<file path="src/rtl/conn_cmd_rx.sv">
// Connector command receiver: synchronises the low-active rw_cmd strobe, decodes
// write/read frames, buffers write data in a FWFT FIFO and issues read requests.
module conn_cmd_rx #(
    parameter int DEPTH   = 16,
    parameter int AW      = 4,
    parameter int MAX_LEN = 512,
    parameter int TIMEOUT = 1024
) (
    input  logic          clk,
    input  logic          rst,
    input  logic          rw_cmd,
    input  logic [15:0]   conn_f_in,
    output logic [15:0]   data_out,
    output logic          data_valid,
    input  logic          data_ready,
    output logic          rd_req,
    output logic [14:0]   rd_len,
    input  logic          rd_ack,
    output logic [AW:0]   fifo_level,
    output logic          busy,
    output logic          frame_err,
    output logic          ovf
);

    localparam int TW = $clog2(TIMEOUT);
    localparam logic [TW-1:0] TIMER_MAX = TW'(TIMEOUT - 1);
    localparam logic [AW:0]   LVL_FULL  = (AW+1)'(DEPTH);
    localparam logic [14:0]   LEN_MAX   = 15'(MAX_LEN);

    typedef enum logic [1:0] {ST_IDLE, ST_WDATA, ST_RD_REQ} state_t;

    state_t        r_state, w_next_state;
    logic          r_s1, r_s2, r_s3;
    logic [14:0]   r_remaining, w_rem_nxt;
    logic [TW-1:0] r_timer, w_timer_nxt;
    logic          r_rd_req, w_rd_req_nxt;
    logic [14:0]   r_rd_len, w_rd_len_nxt;
    logic          r_frame_err, w_frame_err_nxt;
    logic          r_ovf;
    logic          w_push_req;

    logic [15:0]   r_mem [DEPTH];
    logic [AW-1:0] r_wr_ptr, r_rd_ptr;
    logic [AW:0]   r_level;

    logic          w_strobe, w_len_ok, w_pop, w_push, w_drop, w_data_valid;
    logic [14:0]   w_len;

    // Falling edge of the synchronised strobe; s3 reset high so reset never fakes an edge.
    assign w_strobe = !r_s2 && r_s3;
    assign w_len    = conn_f_in[14:0];
    assign w_len_ok = (w_len != 15'd0) && (w_len <= LEN_MAX);

    always_comb begin
        w_next_state    = r_state;
        w_frame_err_nxt = 1'b0;
        w_push_req      = 1'b0;
        w_rem_nxt       = r_remaining;
        w_timer_nxt     = r_timer;
        w_rd_req_nxt    = r_rd_req;
        w_rd_len_nxt    = r_rd_len;
        case (r_state)
            ST_IDLE: begin
                if (w_strobe) begin
                    if (!w_len_ok) begin
                        w_frame_err_nxt = 1'b1;
                    end else if (conn_f_in[15]) begin
                        w_next_state = ST_RD_REQ;
                        w_rd_req_nxt = 1'b1;
                        w_rd_len_nxt = w_len;
                    end else begin
                        w_next_state = ST_WDATA;
                        w_rem_nxt    = w_len;
                        w_timer_nxt  = '0;
                    end
                end
            end
            ST_WDATA: begin
                if (w_strobe) begin
                    w_push_req  = 1'b1;
                    w_timer_nxt = '0;
                    if (r_remaining != 15'd0) w_rem_nxt = r_remaining - 15'd1;
                    if (r_remaining == 15'd1) w_next_state = ST_IDLE;
                end else if (r_timer == TIMER_MAX) begin
                    w_frame_err_nxt = 1'b1;
                    w_timer_nxt     = '0;
                    w_next_state    = ST_IDLE;
                end else begin
                    w_timer_nxt = r_timer + 1'b1;
                end
            end
            ST_RD_REQ: begin
                if (w_strobe) w_frame_err_nxt = 1'b1;
                if (rd_ack && r_rd_req) begin
                    w_rd_req_nxt = 1'b0;
                    w_next_state = ST_IDLE;
                end
            end
            default: w_next_state = ST_IDLE;
        endcase
    end

    // A full FIFO still takes a word when the head leaves in the same cycle.
    assign w_data_valid = (r_level != '0);
    assign w_pop        = w_data_valid && data_ready;
    assign w_push       = w_push_req && ((r_level < LVL_FULL) || w_pop);
    assign w_drop       = w_push_req && !w_push;

    always_ff @(posedge clk) begin
        if (rst) begin
            r_s1        <= 1'b1;
            r_s2        <= 1'b1;
            r_s3        <= 1'b1;
            r_state     <= ST_IDLE;
            r_remaining <= '0;
            r_timer     <= '0;
            r_rd_req    <= 1'b0;
            r_rd_len    <= '0;
            r_frame_err <= 1'b0;
            r_ovf       <= 1'b0;
            r_wr_ptr    <= '0;
            r_rd_ptr    <= '0;
            r_level     <= '0;
        end else begin
            r_s1        <= rw_cmd;
            r_s2        <= r_s1;
            r_s3        <= r_s2;
            r_state     <= w_next_state;
            r_remaining <= w_rem_nxt;
            r_timer     <= w_timer_nxt;
            r_rd_req    <= w_rd_req_nxt;
            r_rd_len    <= w_rd_len_nxt;
            r_frame_err <= w_frame_err_nxt;
            if (w_drop) r_ovf <= 1'b1;
            if (w_push) r_wr_ptr <= r_wr_ptr + 1'b1;
            if (w_pop)  r_rd_ptr <= r_rd_ptr + 1'b1;
            case ({w_push, w_pop})
                2'b10:   r_level <= r_level + 1'b1;
                2'b01:   r_level <= r_level - 1'b1;
                default: r_level <= r_level;
            endcase
        end
    end

    always_ff @(posedge clk) begin
        if (!rst && w_push) r_mem[r_wr_ptr] <= conn_f_in;
    end

    assign data_out   = w_data_valid ? r_mem[r_rd_ptr] : 16'h0000;
    assign data_valid = w_data_valid;
    assign rd_req     = r_rd_req;
    assign rd_len     = r_rd_len;
    assign fifo_level = r_level;
    assign busy       = (r_state != ST_IDLE);
    assign frame_err  = r_frame_err;
    assign ovf        = r_ovf;

endmodule
</file>
<file path="config.mk">
export PLATFORM = sky130hd
export DESIGN_NAME = conn_cmd_rx
export DESIGN_NICKNAME = d
export VERILOG_FILES = /design/src/rtl/conn_cmd_rx.sv
export SDC_FILE = /design/constraint.sdc
export NUM_CORES = 1
export LEC_CHECK = 0
export BUFFER_PORTS_ARGS = -buffer_cell sky130_fd_sc_hd__clkbuf_2
export CORE_ASPECT_RATIO = 0.6
export CORE_MARGIN = 3
export CORE_UTILIZATION = 23
export CTS_CLUSTER_SIZE = 24
export DETAILED_ROUTE_END_ITERATION = 8
export PLACE_DENSITY = 0.35
export SLEW_MARGIN = 0
export SYNTH_ARGS = -nofsm -noshare
export SYNTH_HDL_FRONTEND = slang
export SYNTH_SLANG_ARGS = --single-unit
</file>
<file path="constraint.sdc">
create_clock -name clk -period 3.3 [get_ports clk]
set_input_delay 0.165 -clock clk [delete_from_list [all_inputs] [get_ports clk]]
set_output_delay 0.165 -clock clk [all_outputs]
set_load 0.02 [all_outputs]
</file>
==> impl_results.md <==
- Status: completed
- # DRC: 0
- Proportion of layout cells with a drive suffix above 1: 31.1%
- Slew headroom: 38.4%
- Final Critical Period: 3.05 ns
- Initial antenna violation count: 2
- Final ANT Viol Nets: 0
- Syn Inst Count: 787
- Top_reg_cell synth: edfxtp_1
- Slew @ Worst Pin: 0.920 ns
- Crit path capture type: output port
- Post-synth EDFFs: 256
- Fin. max-slew vios: 0
- Worst Hold Class: in -> reg
- Sequential Power Share: 53.1%
- Pin count of the biggest net entering global routing: 68
- Number of synthesized register bits: 321
- Setup crit start kind: flip-flop
- Switching fraction of total power: 21.0%
- Met3 routed WL: 1730 um
- Syn_nets: 818
- Gate power share: 1.7%
- Worst IR Drop VDD: 0.312 mV
- Ant diodes: 0
- Top-count cell post-synth: edfxtp_1
- Post-synthesis sequential area ratio: 68.5%
- Die area: 60000 um2
- WL/cell: 22.4 um
- Global Route Usage Sum: 12.7%
- Sw Pwr: 1.72 mW
- Crit-path leading delay family: multiplexers
- Max_cap viols: 0
- Most used cell, CP: mux4_2
- Period utilization: 92.5%
- CP required: 3.13 ns
- CP peak stage delay: 0.60 ns
- DR vias/cell: 4.36
- Finished Core Util: 28.3%
- RSZ-0062 raised after global routing: no
- P_int: 6.49 mW
- P_leak: 5.09 nW
- Reg clk slew, reported paths: 0.06 ns
- CTS tree: done
- Highest clock rate: 328 MHz
- PwrDens: 518 nW/um2
- Sinks on Clock Net: 321
- Vias: 7373
- Starting density of the core: 23.4%
- Final setup vio count: 0
- Final nets: 938
- Row count: 67
- Largest area contributor in the netlist: edfxtp_1
- Crit path arrival time: 2.89 ns
- Area contributors post-synth: edfxtp_1, mux4_2, dfxtp_1
- Post-synth top cells: edfxtp_1, mux4_2, nor2_1
- CTS H-tree depth: 2
- Critical-path maximum fanout: 24
- Slowest stage cell on the critical path: dfxtp_4
- Num CTS Buffers: 34
- Synthesis Warnings: 0
- Die H: 191 um
- Highest routed layer: met4
- Crit Path Category: reg -> out
- Setup bufs post-CTS: 0
- Die W: 314 um
- Async set-reset flop share out of synthesis: 0%
- Mean area per synthesized cell: 16.7 um2
- Synth Cell Area: 13100 um2
- GR Overflow Total: 0
- Port Buffers: 61
- Area grow syn2layout: 20.9%
- Io pins: 62
- Worst skew pair latency: 0.53 ns
- Core area: 56100 um2
- Distinct cells, synth: 65
- WL met2: 15100 um
- Clock Power Share: 45.2%
- First-pass GRT wire length: 54800 um
- DRT iter0 DRCs: 581
- Met1 WL: 20600 um
- Worst hold slack: 0.0971 ns
- Cell at the root of the clock tree: clkbuf_16
- GPL Wtd Cong: 0.742
- WP buf/inv: 2
- CP Cell Sequence: buf_12 > mux4_2 > mux4_2 > and2_1 > clkbuf_2
- Clock buffer depth: 3
- Hpwl dp: 24800 um
- Top cell type's share of synthesized area: 58.6%
- Endpoints failing hold: 0
- Clock skew: 0.0118 ns
- Total Wirelength: 37900 um
- Setup TNS: 0 ns
- DR pass1 iterations: 4
- Vias in the first global route: 7366
-- per-stage QoR --
step | instance area (um2) | power, mW | setup slack (ns) | std cells
3_3_place_gp | 14800 | 4.60 | 0.237 | 1627
2_1_floorplan | 13100 | 4.48 | 0.0256 | 787
5_1_grt | 15900 | 8.54 | 0.0916 | 1690
6_report | 15900 | 8.22 | 0.247 | 1690
3_5_place_dp | 14800 | 4.60 | 0.262 | 1627
4_1_cts | 15900 | 8.36 | 0.152 | 1690
-- cells in the final DEF, fill, tap and decap left out, types with 5 or more instances in the layout --
cell | Yosys | layout
ha_1 | 10 | 9
nand4_1 | 5 | 5
clkbuf_16 | 0 | 34
clkbuf_2 | 0 | 61
dfxtp_1 | 65 | 63
a21oi_1 | 28 | 28
nor2_2 | 0 | 12
nand2b_1 | 6 | 6
edfxtp_1 | 256 | 256
buf_12 | 0 | 8
o211ai_1 | 6 | 6
clkbuf_1 | 16 | 10
mux2i_1 | 13 | 13
a31oi_1 | 6 | 6
buf_4 | 7 | 53
and2_1 | 23 | 23
o21ai_1 | 6 | 6
o21ai_0 | 11 | 11
or3_1 | 6 | 6
nor3_2 | 2 | 6
nor3_1 | 14 | 10
xor2_1 | 8 | 8
inv_1 | 13 | 13
nor4_1 | 5 | 5
nand3_1 | 10 | 10
mux4_2 | 80 | 80
nand2_1 | 30 | 30
nor2_1 | 72 | 60
-- layer usage --
layer / vias up / track usage, %
met5: - / 0
met4: 0 / 2.14
met3: 40 / 2.71
met2: 136 / 17.1
met1: 3844 / 20.6
li1: 3353 / -
-- area by class of cell --
type | instances | area, um2
clock buffers | 45 | 902
fillers | 5607 | 40200
well taps | 759 | 950
clock inverters | 15 | 149
multi-input cells | 411 | 3910
inverters | 14 | 52.6
flip-flops and latches | 321 | 9000
repair buffers | 125 | 893
-- worst register-to-register path, cell delays in order (launching register included) --
cell and delay (ns):
dfxtp_1 0.30, or3_1 0.37, nor3_2 0.21, inv_2 0.05, and2_1 0.22, ha_2 0.28
xor2_1 0.16, ha_1 0.24, nor3_1 0.16, a21oi_1 0.07, mux2i_1 0.13, a211oi_1 0.28
mux2_1 0.34
-- flip-flops by register name (all words and copies together) (netlist names), named ones only --
name,flops
r_state,2
r_s3,1
r_wr_ptr,4
r_remaining,15
r_s2,1
r_timer,10
fifo_level,5
rd_req,1
ovf,1
rd_len,15
r_mem,256
r_rd_ptr,4
r_s1,1
frame_err,1
-- power groups by stage --
stage / sequential (mW) / combinational [mW] / clock [mW]
5_1_grt: 4.36 / 0.160 / 4.02
3_3_place_gp: 4.45 / 0.148 / 0
3_5_place_dp: 4.45 / 0.147 / 0
2_1_floorplan: 4.45 / 0.0327 / 0
4_1_cts: 4.36 / 0.150 / 3.85
6_report: 4.36 / 0.143 / 3.71
-- what timing repair did --
action | in CTS | in global routing
resized for setup | 0 | 1
endpoints found under the setup margin | 0 | 1
hold buffers | 3 | 0
endpoints found under the hold margin | 3 | 0
-- logic make-up after synthesis --
logic type	after synthesis	synth area share (%)
muxes	95	14.9
and+or+nand+nor	203	7.99
xor gates and xnor gates	12	0.801
adders and majority gates	10	0.954
AOI/OAI and AO/OA	91	4.73
DFF	321	68.5
buffers and inverters	55	2.06
-- path summary, 6_finish.rpt --
path	startpoint	end	slack, ns	cells past startpoint
max	flip-flop	data_out[14]	0.25	5
min	data_ready	ovf$_SDFFE_PP0P_	0.1	4
max reg2reg	fifo_level[0]$_SDFFE_PP0P_	fifo_level[4]$_SDFFE_PP0P_	0.37	12
min reg2reg	rd_len[10]$_SDFFE_PP0P_	rd_len[10]$_SDFFE_PP0P_	0.45	1
Note: power is estimated with default switching activity, not from simulation.
